### src/rtl/fxp_sqrt_pipe.sv
// Fully pipelined signed fixed-point square root: out = sign(in)*sqrt(|in|).
// One root bit per stage (restoring digit-by-digit), then round, saturate and re-sign.
module fxp_sqrt_pipe #(
    parameter int unsigned WII   = 8,
    parameter int unsigned WIF   = 8,
    parameter int unsigned WOI   = 8,
    parameter int unsigned WOF   = 8,
    parameter int unsigned ROUND = 1
) (
    input  logic               clk,
    input  logic               rst,
    input  logic [WII+WIF-1:0] in,
    output logic [WOI+WOF-1:0] out,
    output logic               overflow
);
    localparam int unsigned WI   = WII + WIF;
    localparam int unsigned WO   = WOI + WOF;
    localparam int unsigned RI   = (WII + 1) / 2;
    localparam int unsigned N    = RI + WOF + 1;
    localparam int unsigned RADW = 2 * N;
    localparam int unsigned RW   = N + 3;
    localparam int unsigned CW   = (N > WO) ? N : WO;
    localparam int          SH   = 2 * int'(WOF) + 2 - int'(WIF);
    localparam logic [CW-1:0] MAX_MAG = CW'({(WO-1){1'b1}});

    logic          s0_d, s0_q;
    logic [WI-1:0] m0_d, m0_q;

    // Stage 0: split into sign and unsigned magnitude (most negative code needs no wrap)
    always_comb begin
        s0_d = in[WI-1];
        m0_d = s0_d ? WI'(-in) : in;
    end

    // Align the magnitude so the root carries WOF+1 fractional bits
    logic [RADW-1:0] rad0;
    if (SH >= 0) begin : g_shl
        always_comb rad0 = RADW'(m0_q) << SH;
    end else begin : g_shr
        always_comb rad0 = RADW'(m0_q >> (-SH));
    end

    // Index j holds the registers of root stage j+1
    logic [RW-1:0]   rem_i  [0:N-1];
    logic [N-1:0]    root_i [0:N-1];
    logic [RADW-1:0] rad_i  [0:N-1];
    logic            sgn_i  [0:N-1];
    logic [RW-1:0]   rem_d  [0:N-1];
    logic [RW-1:0]   rem_q  [0:N-1];
    logic [N-1:0]    root_d [0:N-1];
    logic [N-1:0]    root_q [0:N-1];
    logic [RADW-1:0] rad_d  [0:N-1];
    logic [RADW-1:0] rad_q  [0:N-1];
    logic            sgn_d  [0:N-1];
    logic            sgn_q  [0:N-1];

    always_comb begin : p_root
        logic [RW-1:0] cand;
        logic [RW-1:0] trial;
        cand  = '0;
        trial = '0;
        rem_i[0]  = '0;
        root_i[0] = '0;
        rad_i[0]  = rad0;
        sgn_i[0]  = s0_q;
        for (int j = 1; j < int'(N); j++) begin
            rem_i[j]  = rem_q[j-1];
            root_i[j] = root_q[j-1];
            rad_i[j]  = rad_q[j-1];
            sgn_i[j]  = sgn_q[j-1];
        end
        for (int j = 0; j < int'(N); j++) begin
            // Bring down the next two radicand bits, try subtracting 4*root+1
            cand  = RW'({rem_i[j], rad_i[j][RADW-1 -: 2]});
            trial = RW'({root_i[j], 2'b01});
            rad_d[j] = rad_i[j] << 2;
            sgn_d[j] = sgn_i[j];
            if (cand >= trial) begin
                rem_d[j]  = cand - trial;
                root_d[j] = N'({root_i[j], 1'b1});
            end else begin
                rem_d[j]  = cand;
                root_d[j] = N'({root_i[j], 1'b0});
            end
        end
    end

    logic [N-1:0]  r_c;
    logic [N-1:0]  q_c;
    logic [CW-1:0] mag_c;
    logic [WO-1:0] mag_o;
    logic [WO-1:0] out_d, out_q;
    logic          ovf_d, ovf_q;

    // Final stage: drop the guard bit (optionally rounding), saturate, apply sign
    always_comb begin
        ovf_d = 1'b0;
        r_c   = root_q[N-1];
        q_c   = N'(r_c >> 1) + N'(r_c[0] & (ROUND != 0));
        mag_c = CW'(q_c);
        if (mag_c > MAX_MAG) begin
            mag_c = MAX_MAG;
            ovf_d = 1'b1;
        end
        mag_o = WO'(mag_c);
        out_d = sgn_q[N-1] ? WO'(-mag_o) : mag_o;
    end

    always_ff @(posedge clk or negedge rst) begin
        if (!rst) begin
            s0_q  <= 1'b0;
            m0_q  <= '0;
            out_q <= '0;
            ovf_q <= 1'b0;
            for (int j = 0; j < int'(N); j++) begin
                rem_q[j]  <= '0;
                root_q[j] <= '0;
                rad_q[j]  <= '0;
                sgn_q[j]  <= 1'b0;
            end
        end else begin
            s0_q  <= s0_d;
            m0_q  <= m0_d;
            out_q <= out_d;
            ovf_q <= ovf_d;
            for (int j = 0; j < int'(N); j++) begin
                rem_q[j]  <= rem_d[j];
                root_q[j] <= root_d[j];
                rad_q[j]  <= rad_d[j];
                sgn_q[j]  <= sgn_d[j];
            end
        end
    end

    assign out      = out_q;
    assign overflow = ovf_q;

endmodule

### config.mk
export PLATFORM = sky130hd
export DESIGN_NAME = fxp_sqrt_pipe
export DESIGN_NICKNAME = d
export VERILOG_FILES = /design/src/rtl/fxp_sqrt_pipe.sv
export SDC_FILE = /design/constraint.sdc
export NUM_CORES = 1
export LEC_CHECK = 0
export ABC_AREA = 0
export CAP_MARGIN = 20
export CORE_ASPECT_RATIO = 1.1
export CORE_MARGIN = 3
export CORE_UTILIZATION = 58
export CTS_BUF_LIST = sky130_fd_sc_hd__clkbuf_2
export CTS_CLUSTER_DIAMETER = 80
export DETAILED_ROUTE_END_ITERATION = 12
export PLACE_DENSITY_LB_ADDON = 0.05
export SKIP_LAST_GASP = 1
export SLEW_MARGIN = 5
export SYNTH_ARGS = -nofsm -noshare
export SYNTH_HDL_FRONTEND = slang
export SYNTH_SLANG_ARGS = --single-unit
### constraint.sdc
create_clock -name clk -period 2.1 [get_ports clk]
set_input_delay 0.525 -clock clk [delete_from_list [all_inputs] [get_ports clk]]
set_output_delay 0.525 -clock clk [all_outputs]
set_load 0.005 [all_outputs]
Yosys cells after proc, flatten, opt, wreduce, memory -nomap -nowiden
Cells that the tools add are included.

RAM bits: 0. ROM bits: 0. Input port bits: 18. Memories kept: 0. Output and inout bits: 17. Logic and storage cells: 103. Bits in latches: 0. Flip-flop bits (word level): 361.

$add $sub $neg: 15. Divide/modulo/power cells: 0. Equal/unequal tests: 0. Muxes and demuxes: 27. Bitwise operators: 0. Shift-type cells: 0. Multipliers: 0. Reductions and logical operators: 0. Order comparisons: 13.

Operators by type and width (number): $mux W14 (12); $mux W16 (2); $ge A16 B10 Y1 (1); $ge A16 B11 Y1 (1); $ge A16 B12 Y1 (1); $ge A16 B13 Y1 (1); $ge A16 B14 Y1 (1); $ge A16 B3 Y1 (1); $ge A16 B4 Y1 (1); $ge A16 B5 Y1 (1); $ge A16 B6 Y1 (1); $ge A16 B7 Y1 (1); $ge A16 B8 Y1 (1); $ge A16 B9 Y1 (1); $neg A13 Y16 (1); $neg A16 Y16 (1); $sub A14 B10 Y14 (1); $sub A14 B11 Y14 (1); $sub A14 B12 Y14 (1); $sub A14 B13 Y14 (1); $sub A14 B3 Y14 (1); $sub A14 B4 Y14 (1); $sub A14 B5 Y14 (1); $sub A14 B6 Y14 (1); other kinds (7) (19).

Longest topological paths before layout
Depth in word-level cells: 3. Depth in mapped cells: 10. Gate-level depth less buffers: 10.

Worst setup path after synthesis
Ideal clock, no wire load.

Kind: flip-flop to flip-flop. Start: reg root_q (netlist bit r_c[0]). End: reg out_q[11], in the netlist out[11]. Buffers on the path: 1. Required time: 2.021 ns. Data arrival time: 2.203 ns. Cell stages (with the launch flop): 9. Period minus slack after synthesis: 2.282 ns. Slack: -0.182 ns. Setup time: 0.079 ns. Path through: dfrtp_1 ha_1 ha_1 clkbuf_1 or4b_1 a31oi_2 o21ai_2 o31ai_2 xor2_1.

Longest elaborated chain between the ends: 3.

Ends and longest elaborated chain: from (decl) (RTL line 51) `logic [N-1:0] root_q [0:N-1];`; from (signal, indexed assignment) (RTL line 128) `root_q[j] <= root_d[j];`; $add A12 B1 Y13 * (RTL line 99) `q_c = N'(r_c >> 1) + N'(r_c[0] & (ROUND != 0));`; $neg A13 Y16 (RTL line 106) `out_d = sgn_q[N-1] ? WO'(-mag_o) : mag_o;`; $mux W16 * (RTL line 106); via out_d[11] (RTL line 92) `logic [WO-1:0] out_d, out_q;`; to (signal assigned) (RTL line 124) `out_q <= out_d;`; to (decl) (RTL line 92).

The timed path passes the listed nets; every way through them passes the cells marked *.

==> metrics.cfg <==
[layout]
final_cell_mix = dfrtp_1 (337), buf_4 (191), clkbuf_2 (119), inv_1 (109), nor2_1 (73)
area_growth_syn_to_layout_pct = 29.3
drive_above_1_share_pct = 35.1
layout_commonest_cell = dfrtp_1
layout.nets = 1765

[critical_path]
path_cells = inv_2 > ha_4 > o21a_1 > a2bb2oi_2 > a221o_1 > or3_4 > mux2_2
path_class = flip-flop to flip-flop
cp_data_arrival_time_ns = 3.01
path_max_fanout = 3
crit_slowest_cell = a221o_1
start_kind = flip-flop
critPathBufInv = 1
required_ns = 2.86
slowest_delay_ns = 0.46
cpLargestDelayFamily = compound AO/OA/AOI/OAI gates
end_kind = flip-flop

[routing]
wl_um = 32600
viasPerCell = 5.34
dr.pass1.iters = 5
routedWlPerCell_um = 15.9
ant_nets = 0
vias = 10900
drc = 0
first_iter_violations = 521

[cts]
cts_tree = done
clock_latency_ns = 0.89
cts_htree_levels = 3
cts_max_path_buffers = 3
clk_pin_slew_ns = 0.10
clkSinkCount = 339
clockRootBuffer = clkbuf_2
cts_made_buffers = 84

[synthesis]
yosys-mux-area-fraction_pct = 3.24
yosysSeqAreaShare_pct = 55.5
syn_avg_cell_area_um2 = 11.5
synth_cell_type_count = 84
synthArstFlopShare_pct = 100
synth_edf_count = 0
netlist_area_um2 = 15300
synthAdderAreaFrac_pct = 8.22
synth_compound_area_share_pct = 10.9
syn_inst = 1324
ys_warn_count = 0
synth_simple_gate_area_share_pct = 11.6
synth_top_family_by_area = simple AND/OR/NAND/NOR gates
synth_xor_area_share_pct = 6.81
yosys_most_used_dff = dfrtp_1
yosys_register_bits = 339

[floorplanning]
coreArea_um2 = 25600
initial_core_util_pct = 59.8
die-area_um2 = 28300
die_h_um = 176
row_count = 61
ios = 35
die_x_um = 161

[power]
cellInternalPower_mw = 14.5
ir_worst_vdd_v = 0.000649
powerDensity_nw_per_um2 = 1140
power_frac_comb_pct = 41.4
p_sw_mw = 8.02
p_leak_nw = 9.27
pwr-share-clk_pct = 18.2
total_power_mw = 22.5
switching_share_pct = 35.6
seq_power_share_pct = 40.4

[sta]
fmax_mhz = 445
timing.final.crit_share_pct = 107
hold_viol = 0
hold-worst-slack_ns = 0.175
worst_slack_ns = -0.149
relSlewSlack_pct = 63.8
worst_pin_slew_ns = 0.539
finalSetupViolCount = 48
rsz0062_at_grt = true
clock_skew_ns = 0.0572
final_max_slew_viol_count = 0
period_needed_ns = 2.25

[flow_run]
maxCapViolCount = 0

[place]
port_buffers = 33
place.gp.congestion = 0.837
dp_hpwl_um = 21600

[global_routing]
grt_max_degree = 62
grt_pass1_vias = 11600
antenna_found_initial = 1
grt_usage_pct = 23.0
grt.overflow.total = 0
grt_pass1_wl_um = 53600

[outcome]
run_status = finished, violations left
violations = setup timing

[min_path]
hold_path.class = input pin to asynchronous set/reset pin

==> per-layer routing <==
metal	global-route usage [%]	wire, µm	vias to the layer above
met4	9.00	794	0
met2	40.7	17100	202
met3	4.18	1180	73
met1	28.1	13500	5395
li1	-	-	5273
met5	0	0	-
==> Yosys cell counts, types with 7 or more instances <==
cell type | instances | area [µm²]
a21o_1 | 16 | 120
a21oi_1 | 46 | 230
mux2i_1 | 9 | 90.1
xnor2_1 | 72 | 631
o21a_1 | 21 | 158
nand4_1 | 10 | 62.6
nor2_1 | 83 | 312
nand2_1 | 61 | 229
a21boi_0 | 9 | 67.6
nand3_1 | 18 | 90.1
ha_1 | 94 | 1180
dfrtp_1 | 339 | 8480
xor2_1 | 45 | 394
nor4_1 | 12 | 75.1
nor3_1 | 42 | 210
or3_1 | 13 | 81.3
nor2b_1 | 19 | 119
nand3b_1 | 7 | 52.6
clkbuf_1 | 11 | 41.3
nand2b_1 | 17 | 106
o31ai_1 | 18 | 135
o211ai_1 | 7 | 52.6
mux2_2 | 33 | 372
a211oi_1 | 9 | 67.6
o21ai_0 | 63 | 315
inv_1 | 122 | 458
==> stage by stage <==
step / utilization, % / area (µm²) / instances / setup TNS, ns / setup WS [ns]
2_1_floorplan: - / 15500 / 1325 / -0.511 / -0.0503
3_3_place_gp: 68.4 / 17500 / 1849 / -3.62 / -0.159
3_5_place_dp: 68.4 / 17500 / 1849 / -6.82 / -0.291
4_1_cts: 73.3 / 18800 / 2017 / -2.78 / -0.160
5_1_grt: 77.2 / 19700 / 2051 / -8.36 / -0.228
6_report: 77.2 / 19700 / 2051 / -2.90 / -0.149
==> flip-flops by register name, summed over array words and instances, names as in the netlist <==
name	flops
out	16
m0_q	16
rad_i	14
r_c	13
sgn_q	1
s0_q	1
sgn_d	12
rad_d	42
root_i	66
rem_i	134
p_root.cand	12
p_root.trial	12
==> area by class of cell <==
cell class	instances	area [µm²]
diodes	2	5.00
clock buffers	116	581
clock inverters	24	126
fillers	1628	5820
inverters	122	460
multi-input cells	846	7480
flip-flops and latches	339	8490
well taps	346	433
repair buffers	256	2180
==> cells by family (layout without fill, tap and decap cells) <==
logic type                 Yosys count  after routing
adders and majority gates           98             98
muxes                               45             45
AOI/OAI and AO/OA                  250            250
other                                1              4
buffers and inverters              141            518
DFF                                339            339
xor gates and xnor gates           118            118
and+or+nand+nor                    332            333
==> power groups by stage <==
stage / registers [mW] / clock network (mW) / logic [mW]
5_1_grt: 9.27 / 4.64 / 10.2
4_1_cts: 9.02 / 4.29 / 8.27
2_1_floorplan: 8.82 / 0 / 5.11
3_5_place_dp: 9.13 / 0 / 7.64
3_3_place_gp: 9.09 / 0 / 7.42
6_report: 9.10 / 4.11 / 9.32
==> final timing paths <==
path,startpoint,to,slack (ns),cells past startpoint
worst max-delay path,root_i[66],rem_i[75],-0.15,7
worst min-delay path,rst,r_c[12],0.18,2
worst max register to register,root_i[66],rem_i[75],-0.15,7
worst min register to register,rad_d[308],rad_d[284],0.32,0
max in group asynchronous,rst,rem_i[20],1.17,3
min in group clk,in[0],m0_q[0],0.25,2
==> what timing repair did <==
item	CTS	global route
pin swaps	46	73
gates resized for setup	100	176
setup buffers	24	33
gates cloned	3	1
hold endpoints to repair	299	0
endpoints found under the setup margin	92	139
hold buffers	1	0
No activity file was read; power rests on OpenSTA's default activity.
